[config.mk]
export PLATFORM = sky130hd
export DESIGN_NAME = fwd_hazard_ctrl
export DESIGN_NICKNAME = d
export VERILOG_FILES = /design/src/rtl/fwd_hazard_ctrl.sv
export SDC_FILE = /design/constraint.sdc
export NUM_CORES = 1
export LEC_CHECK = 0
export ABC_AREA = 1
export CORE_MARGIN = 2
export CORE_UTILIZATION = 30
export CTS_BUF_LIST = sky130_fd_sc_hd__clkbuf_2
export DETAILED_ROUTE_END_ITERATION = 16
export PLACE_DENSITY_LB_ADDON = 0.15
export SLEW_MARGIN = 15
export SYNTH_ARGS = -nofsm -noshare
export SYNTH_HDL_FRONTEND = slang
export SYNTH_SLANG_ARGS = --single-unit
[constraint.sdc]
create_clock -name i_clk -period 5 [get_ports i_clk]
set_input_delay 1.5 -clock i_clk [delete_from_list [all_inputs] [get_ports i_clk]]
set_output_delay 1.5 -clock i_clk [all_outputs]
set_load 0.01 [all_outputs]
[src/rtl/fwd_hazard_ctrl.sv]
// fwd_hazard_ctrl: operand-forwarding select and load-use stall generation
// for a classic 5-stage pipeline.
//
// The block tracks the destination of the instructions in EX, MEM and WB
// with three shadow entries {wr_en, is_load, rd}. From these entries it
// produces:
//   - registered EX operand-mux selects o_fwd_a / o_fwd_b
//     (00 = register file, 01 = EX/MEM result, 10 = MEM/WB result)
//   - a combinational o_stall that holds PC and the ID register
//
// Build option FWD_HAZARD_MEMWB_PATH_EN:
//   defined   : the MEM/WB forwarding path exists, so a MEM-stage producer is
//               forwarded with select 10, and a load-use hazard costs one
//               stall cycle.
//   undefined : no MEM/WB path. A MEM-stage producer stalls the consumer for
//               one cycle until the producer reaches WB, where the write-first
//               register file supplies the value (select 00). A load-use
//               hazard therefore costs two stall cycles. Select 10 is never
//               produced.
//
// Register 0 never matches. The ID instruction is compared only against
// older entries, so an instruction that reads and writes the same register
// never hazards on itself.

module fwd_hazard_ctrl #(
    parameter int REG_ADDR_WIDTH = 5
) (
    input  logic                      i_clk,
    input  logic                      i_rst,
    input  logic                      i_id_valid,
    input  logic [REG_ADDR_WIDTH-1:0] i_id_rs,
    input  logic [REG_ADDR_WIDTH-1:0] i_id_rt,
    input  logic [REG_ADDR_WIDTH-1:0] i_id_rd,
    input  logic                      i_id_wr_en,
    input  logic                      i_id_is_load,
    input  logic                      i_flush,
    output logic [1:0]                o_fwd_a,
    output logic [1:0]                o_fwd_b,
    output logic                      o_stall
);

    typedef struct packed {
        logic                      wr_en;
        logic                      is_load;
        logic [REG_ADDR_WIDTH-1:0] rd;
    } entry_t;

    localparam logic [1:0] SEL_RF    = 2'b00;
    localparam logic [1:0] SEL_EXMEM = 2'b01;
`ifdef FWD_HAZARD_MEMWB_PATH_EN
    localparam logic [1:0] SEL_MEMWB = 2'b10;
`endif

    localparam entry_t BUBBLE = '{wr_en: 1'b0, is_load: 1'b0, rd: '0};

    entry_t     ex_q, mem_q, wb_q;
    entry_t     ex_d;
    logic [1:0] fwd_a_q, fwd_a_d;
    logic [1:0] fwd_b_q, fwd_b_d;

    logic       ex_match_a, ex_match_b;
    logic       mem_match_a, mem_match_b;
    logic       stall_a, stall_b;
    logic       stall;

    // A shadow entry matches a source when it writes that (nonzero) register.
    function automatic logic src_match(input entry_t e,
                                       input logic [REG_ADDR_WIDTH-1:0] src);
        return e.wr_en && (e.rd == src) && (src != '0);
    endfunction

    // Hazard detection, stall, next forwarding selects and next EX entry.
    always_comb begin
        ex_match_a  = src_match(ex_q,  i_id_rs);
        ex_match_b  = src_match(ex_q,  i_id_rt);
        mem_match_a = src_match(mem_q, i_id_rs);
        mem_match_b = src_match(mem_q, i_id_rt);

`ifdef FWD_HAZARD_MEMWB_PATH_EN
        // Only a load in EX cannot be forwarded in time.
        stall_a = ex_match_a && ex_q.is_load;
        stall_b = ex_match_b && ex_q.is_load;
`else
        // The nearer EX producer shadows a MEM producer of the same register;
        // a MEM producer alone has no path and must wait for WB.
        stall_a = ex_match_a ? ex_q.is_load : mem_match_a;
        stall_b = ex_match_b ? ex_q.is_load : mem_match_b;
`endif

        // Flush wins over stall; during reset all entries are treated as invalid.
        stall = !i_rst && i_id_valid && !i_flush && (stall_a || stall_b);

        fwd_a_d = SEL_RF;
        fwd_b_d = SEL_RF;
        if (i_id_valid && !stall && !i_flush) begin
            if (ex_match_a) begin
                fwd_a_d = SEL_EXMEM;
            end
`ifdef FWD_HAZARD_MEMWB_PATH_EN
            else if (mem_match_a) begin
                fwd_a_d = SEL_MEMWB;
            end
`endif
            if (ex_match_b) begin
                fwd_b_d = SEL_EXMEM;
            end
`ifdef FWD_HAZARD_MEMWB_PATH_EN
            else if (mem_match_b) begin
                fwd_b_d = SEL_MEMWB;
            end
`endif
        end

        ex_d = BUBBLE;
        if (i_id_valid && !stall && !i_flush) begin
            ex_d.wr_en   = i_id_wr_en;
            // A load that writes nothing cannot create a load-use hazard.
            ex_d.is_load = i_id_is_load && i_id_wr_en;
            ex_d.rd      = i_id_rd;
        end
    end

    // Shadow pipeline advance and registered forwarding selects.
    always_ff @(posedge i_clk) begin
        if (i_rst) begin
            ex_q    <= BUBBLE;
            mem_q   <= BUBBLE;
            wb_q    <= BUBBLE;
            fwd_a_q <= SEL_RF;
            fwd_b_q <= SEL_RF;
        end else begin
            wb_q    <= mem_q;
            mem_q   <= ex_q;
            ex_q    <= ex_d;
            fwd_a_q <= fwd_a_d;
            fwd_b_q <= fwd_b_d;
        end
    end

    // Sanity check on state that only travels to retirement.
    always_ff @(posedge i_clk) begin
        if (!i_rst) begin
            assert (wb_q.wr_en || !wb_q.is_load);
            assert (fwd_a_q != 2'b11 && fwd_b_q != 2'b11);
        end
    end

    assign o_fwd_a = fwd_a_q;
    assign o_fwd_b = fwd_b_q;
    assign o_stall = stall;

endmodule

==> results.py <==
metrics = {
    "final_layout": {
        "drive_gt1_share_pct": 6.18,
        "nNetsFinal": 200,
        "antenna_cells": 0,
        "nFillCells": 308,
        "area_growth_pct": 33.4,
    },
    "synthesis": {
        "syn-instance-count": 150,
        "synth_xor_area_share_pct": 3.96,
        "synth-edff-count": 0,
        "synth_top_cell_area_share_pct": 33.9,
        "synthArstFlopShare_pct": 0,
        "synthTopCellsByArea": "dfxtp_1 (34%), nand2_1 (21%), inv_1 (14%), nor2_1 (11%), nand3_1 (4.0%)",
        "synth.avg_cell_area_um2": 5.90,
        "yosysSeqAreaShare_pct": 33.9,
        "yosysMostFrequentCell": "nand2_1",
        "yosys.area_share.simple_pct": 43.3,
        "synth_top_area_cell": "dfxtp_1",
        "synthMuxAreaShare_pct": 0,
        "ys_ff_latch": 15,
        "synthAdderAreaFrac_pct": 0,
        "synthesis.area_um2": 885,
        "synth_top_family_by_area": "simple AND/OR/NAND/NOR gates",
        "synth-compound-area-share_pct": 3.11,
        "yosysWarnings": 0,
        "synth_ff_type": "dfxtp_1",
        "synthTopCellsByCount": "nand2_1 (49), inv_1 (32), nor2_1 (27)",
        "yosysUniqueCellTypes": 18,
    },
    "min_path": {
        "hold_class": "register to register",
    },
    "clock_network": {
        "cts.path.max_buffers": 2,
        "root_buffer": "clkbuf_2",
        "post_cts_buffers": 0,
        "cts_buffers": 3,
        "cts_sinks": 15,
        "cts_resized": 0,
        "clk_latency_ps": 280,
        "clk_pin_slew_worst_paths_ps": 140,
        "cts_tree": "yes",
        "h-tree-depth": 1,
        "cts_hold_buf": 0,
    },
    "worst_setup_path": {
        "arrival_ps": 3030,
        "cp-endpoint": "o_stall",
        "crit_chain": "clkdlybuf4s50_1 > or2_0 > nor2_2 > nor2_1 > nand2_1 > nand2_1 > nand2_2 > a21boi_0 > dlymetal6s2s_1",
        "worstSetupStartpoint": "i_id_rs[2]",
        "reg2reg_to": "ex_q[3]",
        "cp.depth": 9,
        "reg2reg_depth": 9,
        "critPathTopFamily": "buffers and inverters",
        "required_ps": 3500,
        "path_buf_inv": 2,
        "reg2reg_from": "ex_q[3]",
        "critPathLaunchType": "input port",
        "crit_type": "input port to primary output",
        "critPathMaxFanout": 3,
        "reg2reg_setup_slack_ps": 3620,
        "critPathMostFrequentCell": "nand2_1",
        "endpoint_kind": "primary output",
        "cp_slowest_stage_delay_ps": 550,
        "slowest_stage": "clkdlybuf4s50_1",
    },
    "power_and_ir_drop": {
        "swShare_pct": 26.9,
        "p_sw_mw": 0.0612,
        "power_density_mw_per_mm2": 193,
        "internal-power_mw": 0.166,
        "p_comb_share_pct": 18.9,
        "clkPwrFrac_pct": 26.7,
        "power_frac_seq_pct": 54.3,
        "ir_drop_v": 0.000121,
        "p_leak_nw": 0.606,
    },
    "detailed_routing": {
        "first_pass_iters": 4,
        "via_per_inst": 4.36,
        "wl_per_cell_um": 9.58,
        "drtIter0Drc": 24,
        "drc_errors": 0,
        "drtAntennaViolNets": 0,
        "totalWireLength_um": 2000,
        "vias": 911,
    },
    "global_route": {
        "antenna_found_initial": 0,
        "gr-total-overflow": 0,
        "use_met1_pct": 16.6,
        "grt_pass1_vias": 805,
        "grt_max_degree": 9,
        "grt_pass1_wl_um": 3380,
        "grtUsageMet2_pct": 21.3,
        "grt_util_all_layers_pct": 13.3,
        "grt.busiest_layer": "met2",
        "met3_usage_pct": 2.86,
    },
    "die": {
        "dieArea_mm2": 0.00340,
        "ioPinCount": 26,
        "die_y_um": 58.3,
        "core_area_mm2": 0.00278,
        "start_util_pct": 31.8,
        "rows": 19,
        "die_x_um": 58.3,
    },
    "sta": {
        "hold_viol_final": 0,
        "setup_violations": 0,
        "skew_ps": 5.52,
        "fin_ws_ps": 470,
        "min_period_ps": 4530,
        "fmax_mhz": 221,
        "finalCritPeriodShare_pct": 90.6,
        "slew_viol_final": 0,
        "tns_ps": 0,
        "rsz0062_at_grt": "no",
    },
    "placement": {
        "dp_hpwl_um": 1690,
        "portBuffers": 23,
        "post-place-ws_ps": 81.9,
        "gp_congestion": 0.858,
    },
    "run_status": {
        "status": "finished, final reports clean",
    },
    "flow_run": {
        "drv_cap": 0,
    },
}
area by class of cell:
| cell class | count | area (um2) | area share, % |
|---|---|---|---|
| clock buffer | 4 | 20.0 | 1.70 |
| inverter | 32 | 120 | 10.2 |
| multi-input combinational | 102 | 453 | 38.4 |
| sequential | 15 | 300 | 25.5 |
| tap | 31 | 38.8 | 3.29 |
| timing repair buffer | 25 | 248 | 21.0 |
flip-flops by register name, indices dropped and copies added, names as in the netlist:
register	cells
ex_q	7
mem_q	6
o_fwd_b	1
o_fwd_a	1
how the worst min path moves through the flow:
stage,cells past startpoint,from,endpoint
after floorplan,2,ex_q[6],mem_q[6]
after global placement,2,ex_q[6],mem_q[6]
after detailed placement,2,ex_q[6],mem_q[6]
after CTS,2,ex_q[6],mem_q[6]
after global routing,2,ex_q[6],mem_q[6]
final,2,ex_q[6],mem_q[6]
worst min-delay path, stage by stage, from the launching register on:
cell	delay (ps)
dfxtp_1	320
inv_1	90
nor2_1	50
cell families after synthesis:
kind of cell,Yosys count
simple gates,91
buf+inv,34
flops,15
compound gates,5
xor+xnor,4
other cells,1
routing by layer:
metal  vias to the layer above  share of wire (%)
met5                         -                  0
met4                         0               0.75
met3                         2                5.5
met2                        21                 47
met1                       400                 47
li1                        488                  -
power groups by stage:
stage | registers [mW] | clock network, mW | logic, mW
floorplan | 0.126 | 0 | 0.0205
CTS | 0.124 | 0.0641 | 0.0436
finish | 0.124 | 0.0608 | 0.0431
global route | 0.124 | 0.0677 | 0.0483
detailed placement | 0.126 | 0 | 0.0433
global placement | 0.126 | 0 | 0.0430
placed cells by master, fill, tap and decap left out:
| master | Yosys | layout |
|---|---|---|
| nand3_4 | 1 | 1 |
| dlymetal6s2s_1 | 0 | 1 |
| xor2_1 | 2 | 2 |
| inv_1 | 32 | 32 |
| nor3b_1 | 1 | 1 |
| buf_4 | 2 | 2 |
| a21oi_1 | 2 | 2 |
| nand2_1 | 49 | 49 |
| nor2_2 | 3 | 3 |
| a21boi_0 | 1 | 1 |
| o21ai_0 | 2 | 2 |
| xnor2_1 | 2 | 2 |
| dfxtp_1 | 15 | 15 |
| clkbuf_2 | 0 | 4 |
| conb_1 | 1 | 2 |
| or2_0 | 1 | 1 |
| nand2_2 | 1 | 1 |
| nor2_1 | 27 | 27 |
| nand3_1 | 7 | 7 |
| clkdlybuf4s50_1 | 0 | 22 |
| nand4_1 | 1 | 1 |
stage by stage:
step | std cells | instance area [um2] | util, % | hold slack, ps | power, mW
final | 209 | 1180 | 42.4 | 491 | 0.227
after global routing | 209 | 1180 | 42.4 | 511 | 0.240
after CTS | 209 | 1180 | 42.3 | 490 | 0.231
after detailed placement | 205 | 1160 | 41.6 | 471 | 0.169
after global placement | 205 | 1160 | 41.6 | 459 | 0.169
after floorplan | 151 | 888 | - | 428 | 0.146
(Power assumes the default switching activity.)
